`src/rtl/spi_peripheral_responder_pkg.sv`:
```
// Shared protocol definitions for the SPI peripheral responder:
// frame states and byte/opcode constants.
package spi_proto_pkg;

  typedef enum logic [2:0] {
    S_OPCODE,
    S_ADDR,
    S_WDATA,
    S_COUNT,
    S_RDATA
  } state_e;

  localparam int OPCODE_WRITE_BIT = 0;
  localparam int BYTE_BITS        = 8;

endpackage

```
`src/rtl/spi_peripheral_responder_if.sv`:
```
// SPI pins and host-side register/strobe signals of the responder.
// The slave modport is the chip side; the master modport is the board side.
interface spi_peripheral_responder_if;

  logic       spi_clk;
  logic       serial_in;
  logic       serial_out;
  logic [7:0] host_rd_addr;
  logic [7:0] host_rd_data;
  logic       wr_strobe;
  logic [7:0] wr_addr;
  logic [7:0] wr_data;
  logic       busy;
  logic       frame_error;

  modport slave (
    input  spi_clk, serial_in, host_rd_addr,
    output serial_out, host_rd_data, wr_strobe, wr_addr, wr_data, busy, frame_error
  );

  modport master (
    output spi_clk, serial_in, host_rd_addr,
    input  serial_out, host_rd_data, wr_strobe, wr_addr, wr_data, busy, frame_error
  );

endinterface

```
`src/rtl/spi_peripheral_responder_edge_sync.sv`:
```
// Brings spi_clk and serial_in into the clk domain and turns spi_clk
// transitions into single-cycle rise/fall pulses with serial_in kept aligned.
module spi_edge_sync (
  input  logic clk,
  input  logic rstn,
  input  logic spi_clk_i,
  input  logic serial_in_i,
  output logic rise_o,
  output logic fall_o,
  output logic sdata_o
);

  logic [2:0] sclk_q;
  logic [1:0] sdat_q;

  always_ff @(posedge clk or negedge rstn) begin
    if (!rstn) begin
      sclk_q <= '0;
      sdat_q <= '0;
    end else begin
      sclk_q <= {sclk_q[1:0], spi_clk_i};
      sdat_q <= {sdat_q[0], serial_in_i};
    end
  end

  // Data tap matches the second clock flop, so sdata_o is valid with rise_o.
  assign rise_o  = sclk_q[1] & ~sclk_q[2];
  assign fall_o  = ~sclk_q[1] & sclk_q[2];
  assign sdata_o = sdat_q[1];

endmodule

```
`src/rtl/spi_peripheral_responder.sv`:
```
// SPI responder: decodes write and burst-read frames against an N_REGS x 8
// register file, shifts read data back and aborts stalled frames.
module spi_peripheral_responder
  import spi_proto_pkg::*;
#(
  parameter int         N_REGS         = 32,
  parameter int         TIMEOUT_CYCLES = 64,
  parameter logic [7:0] RESET_VALUE    = 8'h00
) (
  input  logic                      clk,
  input  logic                      rstn,
  spi_peripheral_responder_if.slave bus
);

  localparam int AW = (N_REGS > 1) ? $clog2(N_REGS) : 1;
  localparam int TW = $clog2(TIMEOUT_CYCLES + 1);

  logic          rise, fall, sdata;
  logic [7:0]    regs_q [N_REGS];
  state_e        state_q, state_d;
  logic [2:0]    bitCnt_q, bitCnt_d;
  logic [6:0]    rxShift_q, rxShift_d;
  logic          isWrite_q, isWrite_d;
  logic [7:0]    addr_q, addr_d;
  logic [7:0]    remain_q, remain_d;
  logic [7:0]    rdAddr_q, rdAddr_d;
  logic [7:0]    txShift_q, txShift_d;
  logic          byteDone_q, byteDone_d;
  logic          errSent_q, errSent_d;
  logic [TW-1:0] idleCnt_q, idleCnt_d;
  logic          wrStrobe_q, wrStrobe_d;
  logic [7:0]    wrAddr_q, wrAddr_d;
  logic [7:0]    wrData_q, wrData_d;
  logic          frameErr_q, frameErr_d;
  logic          commitEn;
  logic [7:0]    rxByte;
  logic          busy;

  spi_edge_sync u_sync (
    .clk        (clk),
    .rstn       (rstn),
    .spi_clk_i  (bus.spi_clk),
    .serial_in_i(bus.serial_in),
    .rise_o     (rise),
    .fall_o     (fall),
    .sdata_o    (sdata)
  );

  function automatic logic inRange(input logic [7:0] a);
    return int'(a) < N_REGS;
  endfunction

  function automatic logic [7:0] rdValue(input logic [7:0] a);
    if (inRange(a)) return regs_q[a[AW-1:0]];
    return 8'h00;
  endfunction

  assign rxByte = {rxShift_q, sdata};
  assign busy   = (state_q != S_OPCODE) || (bitCnt_q != 3'd0);

  always_comb begin
    state_d    = state_q;
    bitCnt_d   = bitCnt_q;
    rxShift_d  = rxShift_q;
    isWrite_d  = isWrite_q;
    addr_d     = addr_q;
    remain_d   = remain_q;
    rdAddr_d   = rdAddr_q;
    txShift_d  = txShift_q;
    byteDone_d = byteDone_q;
    errSent_d  = errSent_q;
    idleCnt_d  = idleCnt_q;
    wrStrobe_d = 1'b0;
    wrAddr_d   = wrAddr_q;
    wrData_d   = wrData_q;
    frameErr_d = 1'b0;
    commitEn   = 1'b0;

    if (rise || fall) idleCnt_d = '0;
    else if (idleCnt_q != TW'(TIMEOUT_CYCLES)) idleCnt_d = idleCnt_q + 1'b1;

    if (!(rise || fall) && busy && idleCnt_q == TW'(TIMEOUT_CYCLES)) begin
      state_d    = S_OPCODE;
      bitCnt_d   = 3'd0;
      frameErr_d = 1'b1;
      idleCnt_d  = '0;
    end else begin
      if (rise) begin
        rxShift_d = rxByte[6:0];
        bitCnt_d  = bitCnt_q + 3'd1;
        if (bitCnt_q == 3'(BYTE_BITS - 1)) begin
          unique case (state_q)
            S_OPCODE: begin
              isWrite_d = rxByte[OPCODE_WRITE_BIT];
              state_d   = S_ADDR;
            end
            S_ADDR: begin
              addr_d  = rxByte;
              state_d = isWrite_q ? S_WDATA : S_COUNT;
            end
            S_WDATA: begin
              state_d = S_OPCODE;
              if (inRange(addr_q)) begin
                commitEn   = 1'b1;
                wrStrobe_d = 1'b1;
                wrAddr_d   = addr_q;
                wrData_d   = rxByte;
              end else begin
                frameErr_d = 1'b1;
              end
            end
            S_COUNT: begin
              if (rxByte == 8'd0) begin
                state_d = S_OPCODE;
              end else begin
                state_d    = S_RDATA;
                remain_d   = rxByte;
                rdAddr_d   = addr_q;
                txShift_d  = rdValue(addr_q);
                byteDone_d = 1'b1;
                errSent_d  = !inRange(addr_q);
                frameErr_d = !inRange(addr_q);
              end
            end
            S_RDATA: begin
              remain_d   = remain_q - 8'd1;
              rdAddr_d   = rdAddr_q + 8'd1;
              byteDone_d = 1'b1;
              if (remain_q == 8'd1) state_d = S_OPCODE;
            end
            default: state_d = S_OPCODE;
          endcase
        end
      end
      // The first fall after a completed byte reloads, so the MSB is held
      // for the initiator's next rising edge instead of being shifted away.
      if (fall && state_q == S_RDATA) begin
        if (byteDone_q) begin
          txShift_d  = rdValue(rdAddr_q);
          byteDone_d = 1'b0;
          if (!inRange(rdAddr_q) && !errSent_q) begin
            frameErr_d = 1'b1;
            errSent_d  = 1'b1;
          end
        end else begin
          txShift_d = {txShift_q[6:0], 1'b0};
        end
      end
    end
  end

  always_ff @(posedge clk or negedge rstn) begin
    if (!rstn) begin
      state_q    <= S_OPCODE;
      bitCnt_q   <= '0;
      rxShift_q  <= '0;
      isWrite_q  <= 1'b0;
      addr_q     <= '0;
      remain_q   <= '0;
      rdAddr_q   <= '0;
      txShift_q  <= '0;
      byteDone_q <= 1'b0;
      errSent_q  <= 1'b0;
      idleCnt_q  <= '0;
      wrStrobe_q <= 1'b0;
      wrAddr_q   <= '0;
      wrData_q   <= '0;
      frameErr_q <= 1'b0;
    end else begin
      state_q    <= state_d;
      bitCnt_q   <= bitCnt_d;
      rxShift_q  <= rxShift_d;
      isWrite_q  <= isWrite_d;
      addr_q     <= addr_d;
      remain_q   <= remain_d;
      rdAddr_q   <= rdAddr_d;
      txShift_q  <= txShift_d;
      byteDone_q <= byteDone_d;
      errSent_q  <= errSent_d;
      idleCnt_q  <= idleCnt_d;
      wrStrobe_q <= wrStrobe_d;
      wrAddr_q   <= wrAddr_d;
      wrData_q   <= wrData_d;
      frameErr_q <= frameErr_d;
    end
  end

  always_ff @(posedge clk or negedge rstn) begin
    if (!rstn) begin
      for (int i = 0; i < N_REGS; i++) regs_q[i] <= RESET_VALUE;
    end else if (commitEn) begin
      regs_q[addr_q[AW-1:0]] <= rxByte;
    end
  end

  assign bus.serial_out   = (state_q == S_RDATA) ? txShift_q[7] : 1'b0;
  assign bus.host_rd_data = rdValue(bus.host_rd_addr);
  assign bus.wr_strobe    = wrStrobe_q;
  assign bus.wr_addr      = wrAddr_q;
  assign bus.wr_data      = wrData_q;
  assign bus.busy         = busy;
  assign bus.frame_error  = frameErr_q;

endmodule

```
`src/flat_wrapper.sv`:
```
// flat-port wrapper written by rule: the top's interface ports become plain ports
module spi_peripheral_responder_flat import spi_proto_pkg::*;
#(
  parameter int         N_REGS         = 32,
  parameter int         TIMEOUT_CYCLES = 64,
  parameter logic [7:0] RESET_VALUE    = 8'h00
)
  (clk, rstn, bus_spi_clk, bus_serial_in, bus_host_rd_addr, bus_serial_out, bus_host_rd_data, bus_wr_strobe, bus_wr_addr, bus_wr_data, bus_busy, bus_frame_error);
  spi_peripheral_responder_if bus_i ();
  input  logic clk;
  input  logic rstn;
  input wire logic [$bits(bus_i.spi_clk)-1:0] bus_spi_clk;
  input wire logic [$bits(bus_i.serial_in)-1:0] bus_serial_in;
  input wire logic [$bits(bus_i.host_rd_addr)-1:0] bus_host_rd_addr;
  output wire logic [$bits(bus_i.serial_out)-1:0] bus_serial_out;
  output wire logic [$bits(bus_i.host_rd_data)-1:0] bus_host_rd_data;
  output wire logic [$bits(bus_i.wr_strobe)-1:0] bus_wr_strobe;
  output wire logic [$bits(bus_i.wr_addr)-1:0] bus_wr_addr;
  output wire logic [$bits(bus_i.wr_data)-1:0] bus_wr_data;
  output wire logic [$bits(bus_i.busy)-1:0] bus_busy;
  output wire logic [$bits(bus_i.frame_error)-1:0] bus_frame_error;
  assign bus_i.spi_clk = bus_spi_clk;
  assign bus_i.serial_in = bus_serial_in;
  assign bus_i.host_rd_addr = bus_host_rd_addr;
  assign bus_serial_out = bus_i.serial_out;
  assign bus_host_rd_data = bus_i.host_rd_data;
  assign bus_wr_strobe = bus_i.wr_strobe;
  assign bus_wr_addr = bus_i.wr_addr;
  assign bus_wr_data = bus_i.wr_data;
  assign bus_busy = bus_i.busy;
  assign bus_frame_error = bus_i.frame_error;
  spi_peripheral_responder #(.N_REGS(N_REGS), .TIMEOUT_CYCLES(TIMEOUT_CYCLES), .RESET_VALUE(RESET_VALUE)) u_core (.clk(clk), .rstn(rstn), .bus(bus_i));
endmodule
```
`config.mk`:
```
export PLATFORM = sky130hd
export DESIGN_NAME = spi_peripheral_responder_flat
export DESIGN_NICKNAME = d
export VERILOG_FILES = /design/src/rtl/spi_peripheral_responder_pkg.sv /design/src/rtl/spi_peripheral_responder_if.sv /design/src/rtl/spi_peripheral_responder_edge_sync.sv /design/src/rtl/spi_peripheral_responder.sv /design/src/flat_wrapper.sv
export SDC_FILE = /design/constraint.sdc
export NUM_CORES = 1
export LEC_CHECK = 0
export ABC_AREA = 1
export BUFFER_PORTS_ARGS = -buffer_cell sky130_fd_sc_hd__buf_2
export CORE_UTILIZATION = 30
export CTS_BUF_LIST = sky130_fd_sc_hd__clkbuf_8 sky130_fd_sc_hd__clkbuf_16
export CTS_CLUSTER_SIZE = 16
export DETAILED_ROUTE_END_ITERATION = 12
export GPL_TIMING_DRIVEN = 0
export PLACE_DENSITY = 0.53
export SLEW_MARGIN = 20
export SYNTH_ARGS = -nofsm -noshare
export SYNTH_HDL_FRONTEND = slang
export SYNTH_SLANG_ARGS = --single-unit
export TNS_END_PERCENT = 10
```
`constraint.sdc`:
```
create_clock -name clk -period 2.2 [get_ports clk]
set_input_delay 0 -clock clk [delete_from_list [all_inputs] [get_ports clk]]
set_output_delay 0 -clock clk [all_outputs]
set_load 0.02 [all_outputs]
```
==> results of run 1 <==
## final timing paths
path / start / end / slack, ns / cells after the start
max: bus_host_rd_addr[0] / bus_host_rd_data[4] / -0.12 / 9
min: bus_serial_in / u_core.u_sync.sdat_q[0] / 0.06 / 2
min in group asynchronous: rstn / u_core.regs_q[155] / 0.50 / 4
max reg2reg: u_core.addr_q[1] / u_core.txShift_q[7] / -0.12 / 11
max in group asynchronous: rstn / u_core.regs_q[47] / 0.82 / 5
min reg2reg: u_core.u_sync.sclk_q[0] / u_core.u_sync.sclk_q[1] / 0.35 / 0
## cells in the final DEF (no fill, tap or decap), types with 19 or more instances in the layout
cell and count:
clkbuf_2 46, buf_2 52, inv_1 170, nand3_1 151, buf_4 66, clkbuf_8 19
nand2_1 948, o21ai_1 45, buf_6 35, clkbuf_4 30, nand2_2 33, dfrtp_2 26
clkbuf_1 43, dfrtp_1 308, clkbuf_16 42, a21oi_1 148, o21ai_0 502, o211ai_1 43
nor2_1 180, nand3_2 30
## sequential cells by signal (all words and copies together) (netlist names), 2 cells and up
signal / flops
u_core.txShift_q: 8
u_core.state_q: 3
u_core.addr_q: 8
u_core.bus.wr_addr: 8
u_core.u_sync.sclk_q: 3
u_core.idleCnt_q: 7
u_core.regs_q: 256
u_core.remain_q: 8
u_core.bus.wr_data: 8
u_core.rxShift_q: 7
u_core.bitCnt_q: 3
u_core.u_sync.sdat_q: 2
u_core.rdAddr_q: 8
## cell families after synthesis
kind of cell | count (synthesis)
xor gates and xnor gates | 10
adders and majority gates | 10
buffers and inverters | 413
AOI/OAI and AO/OA | 822
and+or+nand+nor | 1408
DFF | 334
## through the flow
stage | cell area [sq um] | setup WS, ns | TNS [ns]
floorplan | 20200 | 0.228 | 0
global placement | 21500 | -5.87 | -2160.48
detailed placement | 21600 | -1.23 | -199.55
CTS | 24300 | -0.120 | -0.712
global route | 25000 | -0.113 | -1.88
finish | 25000 | -0.122 | -1.09
## power breakdown
group | switching [uW] | total [uW] | internal [uW] | leakage [uW]
clock | 3020 | 7310 | 4290 | 0.000736
sequential | 130 | 6400 | 6270 | 0.00460
combinational | 3090 | 3990 | 898 | 0.00538
total | 6250 | 17700 | 11500 | 0.0107
## worst register-to-register path, delay by kind of cell, from the launching register on
family                 cells  cell delay (ns)
DFF                        1             0.50
AOI/OAI and AO/OA          2             0.21
buffers and inverters      3             0.69
and+or+nand+nor            6             0.80
## final cells by class
cell class | count | area share [%]
sequential | 334 | 33.6
tap | 864 | 4.33
timing repair buffer | 95 | 3.61
clock buffer | 48 | 4.54
clock inverter | 28 | 1.17
antenna | 3 | 0.0300
inverter | 200 | 3.23
buffer | 212 | 5.84
multi-input combinational | 2250 | 43.7
## timing repair
| action | 4_1_cts | 5_1_grt |
|---|---|---|
| hold endpoints to repair | 172 | 0 |
| endpoints found under the setup margin | 314 | 254 |
| pin swaps | 23 | 47 |
| buffers inserted | 27 | 21 |
| gates resized for setup | 356 | 227 |
| hold buffers | 5 | 0 |
## routing by layer
metal  share of wire, %  wire length (um)  vias up  GRT usage (%)
met1                 41             52800    11300           50.0
met3                9.1             11600      389           6.69
met5              0.045                57        -          0.556
met4                7.7              9920        2           24.9
met2                 42             53700     1459           54.6
li1                   -                 -    10200              -
==> results.tsv, run 1 <==
metric	value	unit
status	complete, but fails checks	
failing checks	negative setup slack	
Multi-input gate area	10900	sq um
main combinational cell family by area after synthesis	simple AND/OR/NAND/NOR gates	
clk_lat worst skew	0.63	ns
CP max FO	10	
Post-DRT Antenna Nets	0	
clock slew at reported path FFs	0.06	ns
Hold/Removal Path Class	in2reg	
layout cells sized above 1	16.9	%
Min Hold Slack	0.0562	ns
top-count cell post-synth	nand2_1	
Mapped Nets	3019	
GRT Util Overall	37.3	%
Final Util	37.7	%
worst path cell trace	buf_2, buf_2, clkbuf_2, clkbuf_2, nor2_1, o211ai_1, nand3_1, a21oi_2, buf_6	
Synth Area in Simple Gates	27.8	%
remaining global-route overflow	0	
CP Data Required Time	2.20	ns
Initial DRT Pass Iterations	8	
Final HPWL DP	94.2	mm
Fin. Hold Viols	0	
Synth top cells by count	nand2_1, o21ai_0, dfrtp_1	
Layout area overhead	23.8	%
Initial Utilization	30.5	%
Worst Max-Slew Pin Slew	1.15	ns
die area	68300	sq um
pwr dens	709	nW/um^2
Post-synth EDFFs	0	
initial antenna violation count	6	
slowest stage cell, crit path	clkbuf_2	
register bit count reported by yosys	334	
Setup crit start kind	input port	
global placement routability congestion	1.10	
vias in the first global route	21700	
Leak	0.0107	uW
Post-Route WL	128	mm
slowest cell delay on critical path	0.44	ns
Via density	5.77	
instance count of the mapped netlist	2997	
xor/xnor share of the synthesized area	0.434	%
MaxCap Viol Count	0	
RSZ-0062 raised after global routing	true	
adder and majority gate portion of the synthesized area	0.620	%
setup slack after layout	-0.122	ns
post-synthesis sequential area ratio	41.4	%
global-route wire length before repair	175	mm
port bufs	38	
Sequential Area	8390	sq um
fmax	431	MHz
critical path capture point type	primary output	
H-tree levels	2	
final worst-path cycle share	106	%
cts bufs inserted	42	
headroom to the max-slew limit	23.1	%
top-area cell type share of the netlist area	41.4	%
# clock sinks	334	
Total Power	17700	uW
# rows	94	
NumNets Final	3157	
Most used DFF post-synth	dfrtp_1	
YS warnings	0	
Cells after DPL	3903	
top cells by area, synth	dfrtp_1, nand2_1, o21ai_0	
CTS tree	done	
WP buf/inv	5	
Setup Skew	0.0414	ns
vias	23300	
Post-Syn Area	20200	sq um
clock tree buffer depth	3	
Final Non-Filler Cells	4034	
Die W	261	um
root buffer cell	clkbuf_16	
Boundary Pins	40	
# setup viols final	20	
min Tclk post-route	2.32	ns
Routed WL per cell	31.7	um
mux cell area share after synthesis	0	%
Fillers	7145	
Worst Path Class, Setup	in2out	
Async SR Flop Fraction	100	%
Synth area leader	dfrtp_1	
area of the core	66200	sq um
complex-gate fraction of the synthesized area	21.6	%
count of cell types in the netlist	39	
synthesized area per cell	6.73	sq um
die height	261	um
1st-iter DRT viols	3158	
largest net degree at the start of global routing	93	
Peak VDD IR	0.443	mV
Crit path max-delay family	buffers and inverters	
CP arrival	2.32	ns
final-report max-slew violation count	0	
drt drc	0	
Note: power is estimated with default switching activity, not from simulation.
==> run 2: changes to the inputs <==
- BUFFER_PORTS_ARGS: -buffer_cell sky130_fd_sc_hd__buf_2 -> unset
- DONT_BUFFER_PORTS: unset -> 1
==> run 2 against run 1 <==
Effect of this change: the flow finishes with violations (negative hold slack, negative setup slack); die area stayed put; design area is 2.0% lower; utilization is 0.74 points lower; clock-buffer cell count is 1 lower; via count is 0.66% lower; maximum frequency is 2.5% lower; clock power is 4.1% lower; final cell count is 1.2% lower; critical endpoint is now bus_host_rd_data[0].
==> results.tsv, run 2 (synthesis results as in run 1) <==
metric	value	unit	change
clk_lat worst skew	0.61	ns	-0.02 ns
fmax	420	MHz	-2.5%
slowest cell delay on critical path	0.87	ns	+0.43 ns
Post-DRT Antenna Nets	0		unchanged
die area	68300	sq um	unchanged
r2r endpoint	u_core.txShift_q[2]		
RSZ-0062 raised after global routing	true		
Most flops, register	u_core.regs_q		
drt drc	0		unchanged
CTS tree	done		
Fin. Hold Viols	334		+334
Final Util	37.0	%	-0.74 points
Cells after DPL	3861		-1.1%
cts bufs inserted	39		-7.1%
NumNets Final	3107		-1.6%
port bufs	0		-100%
GRT Util Overall	36.8	%	-0.46 points
Final Non-Filler Cells	3984		-1.2%
vias	23100		-0.66%
commonest cells after routing, fill and taps aside	nand2_1, o21ai_0, dfrtp_1		
# clock sinks	334		unchanged
Final HPWL DP	93.0	mm	-1.3%
Hold/Removal Path Class	in2async		
Total Power	17200	uW	-2.8%
CP arrival	2.38	ns	+0.06 ns
R2R Setup Slk	-0.11	ns	about the same
min Tclk post-route	2.38	ns	+0.0593 ns
critical path capture point type	primary output		
global-route wire length before repair	173	mm	-1.2%
largest net degree at the start of global routing	335		+260%
Leak	0.0104	uW	-3.1%
final-report max-slew violation count	0		unchanged
WP buf/inv	3		-2
vias in the first global route	21200		-2.2%
worst path cell trace	clkbuf_2, inv_1, clkbuf_1, o221ai_1, nand3_1, nand2_2, nor2_1, nor2_4		
area of the core	66200	sq um	unchanged
Largest register FFs	256		unchanged
Setup crit start kind	input port		
Layout area overhead	21.4	%	
# setup viols final	20		unchanged
Boundary Pins	40		unchanged
Setup WS pre-CTS	-1.40	ns	-0.169 ns
die height	261	um	unchanged
initial antenna violation count	5		-1
RR Startpoint	u_core.addr_q[0]		
headroom to the max-slew limit	7.61	%	-15 points
Via density	5.80		+0.59%
Worst Max-Slew Pin Slew	1.39	ns	+0.232 ns
# rows	94		unchanged
CTS Hold Bufs	4		-1
clock slew at reported path FFs	0.06	ns	about the same
CP max FO	10		unchanged
Initial Utilization	30.5	%	unchanged
CP Data Required Time	2.20	ns	about the same
clock tree buffer depth	3		unchanged
worst r2r path cells	12		+1
global placement routability congestion	1.10		+0.11%
Initial DRT Pass Iterations	8		unchanged
remaining global-route overflow	0		unchanged
status	complete, but fails checks		
failing checks	negative hold slack, negative setup slack		
Post-Route WL	127	mm	-0.70%
setup slack after layout	-0.181	ns	-0.0593 ns
MaxCap Viol Count	0		unchanged
1st-iter DRT viols	3077		-2.6%
Crit path max-delay family	buffers and inverters		
Worst Path Class, Setup	in2out		
most common cell after layout, fill and taps aside	nand2_1		
slowest stage cell, crit path	clkbuf_1		
Die W	261	um	unchanged
Routed WL per cell	31.9	um	+0.55%
Peak VDD IR	0.510	mV	+15%
Min Hold Slack	-0.891	ns	-0.947 ns
final worst-path cycle share	108	%	+2.7 points
pwr dens	702	nW/um^2	-0.88%
layout cells sized above 1	14.3	%	-2.6 points
H-tree levels	2		unchanged
root buffer cell	clkbuf_16		
Setup Skew	0.0294	ns	-0.0121 ns
## run 2: cell count changes in the layout (fill, tap and decap cells not counted), sizes merged
cell	change
buf	-40
clkbuf	-9
clkdlybuf4s15	+1
clkinv	-4
clkinvlp	-3
diode	+5
## run 2: worst max path at each step
stage                                  startpoint                    end  slack [ns]  cells past startpoint
after global routing            u_core.regs_q[99]    bus_host_rd_data[3]       -0.17                      8
final                         bus_host_rd_addr[2]    bus_host_rd_data[0]       -0.18                      8
after CTS                     bus_host_rd_addr[0]    bus_host_rd_data[4]       -0.07                      7
after floorplan           u_core.u_sync.sclk_q[1]  u_core.bus.wr_addr[1]        0.23                     11
after detailed placement         u_core.addr_q[0]      u_core.regs_q[73]       -1.40                      6
after global placement           u_core.addr_q[1]     u_core.regs_q[214]       -1.53                      8
## run 2: layout make-up
cell class	count	area (sq um)
Fill cell	7176	41700
Multi-Input combinational cell	2250	10900
Sequential cell	334	8380
Buffer	212	1470
Clock buffer	47	1090
Tap cell	864	1080
Inverter	200	798
Timing Repair Buffer	48	459
Clock inverter	21	293
Antenna cell	8	20.0
## run 2: where the power goes
group | internal, uW | total [uW] | switching (uW) | leakage, uW
clock network | 4140 | 7010 | 2870 | 0.000704
logic | 857 | 3790 | 2930 | 0.00507
registers | 6270 | 6410 | 137 | 0.00461
## run 2: stage by stage
step | setup TNS, ns | cell area, sq um
4_1_cts | -0.347 | 23900
5_1_grt | -6.46 | 24500
3_3_place_gp | -257.65 | 21300
6_report | -1.13 | 24500
3_5_place_dp | -217.01 | 21300
2_1_floorplan | 0 | 20200
## run 2: what timing repair did
action / in CTS / in global routing
gates cloned: 0 / 3
setup buffers: 22 / 19
pin swaps: 20 / 42
resized for setup: 356 / 191
setup endpoints to repair: 314 / 291
endpoints found under the hold margin: 336 / 334
## run 2: per-layer routing
metal | vias to the layer above | global-route usage [%] | share of wire [%]
li1 | 10100 | - | -
met3 | 419 | 8.67 | 9.6
met1 | 11200 | 48.4 | 41
met4 | 2 | 25.6 | 8.2
met2 | 1425 | 53.2 | 41
met5 | - | 0 | 0.0071
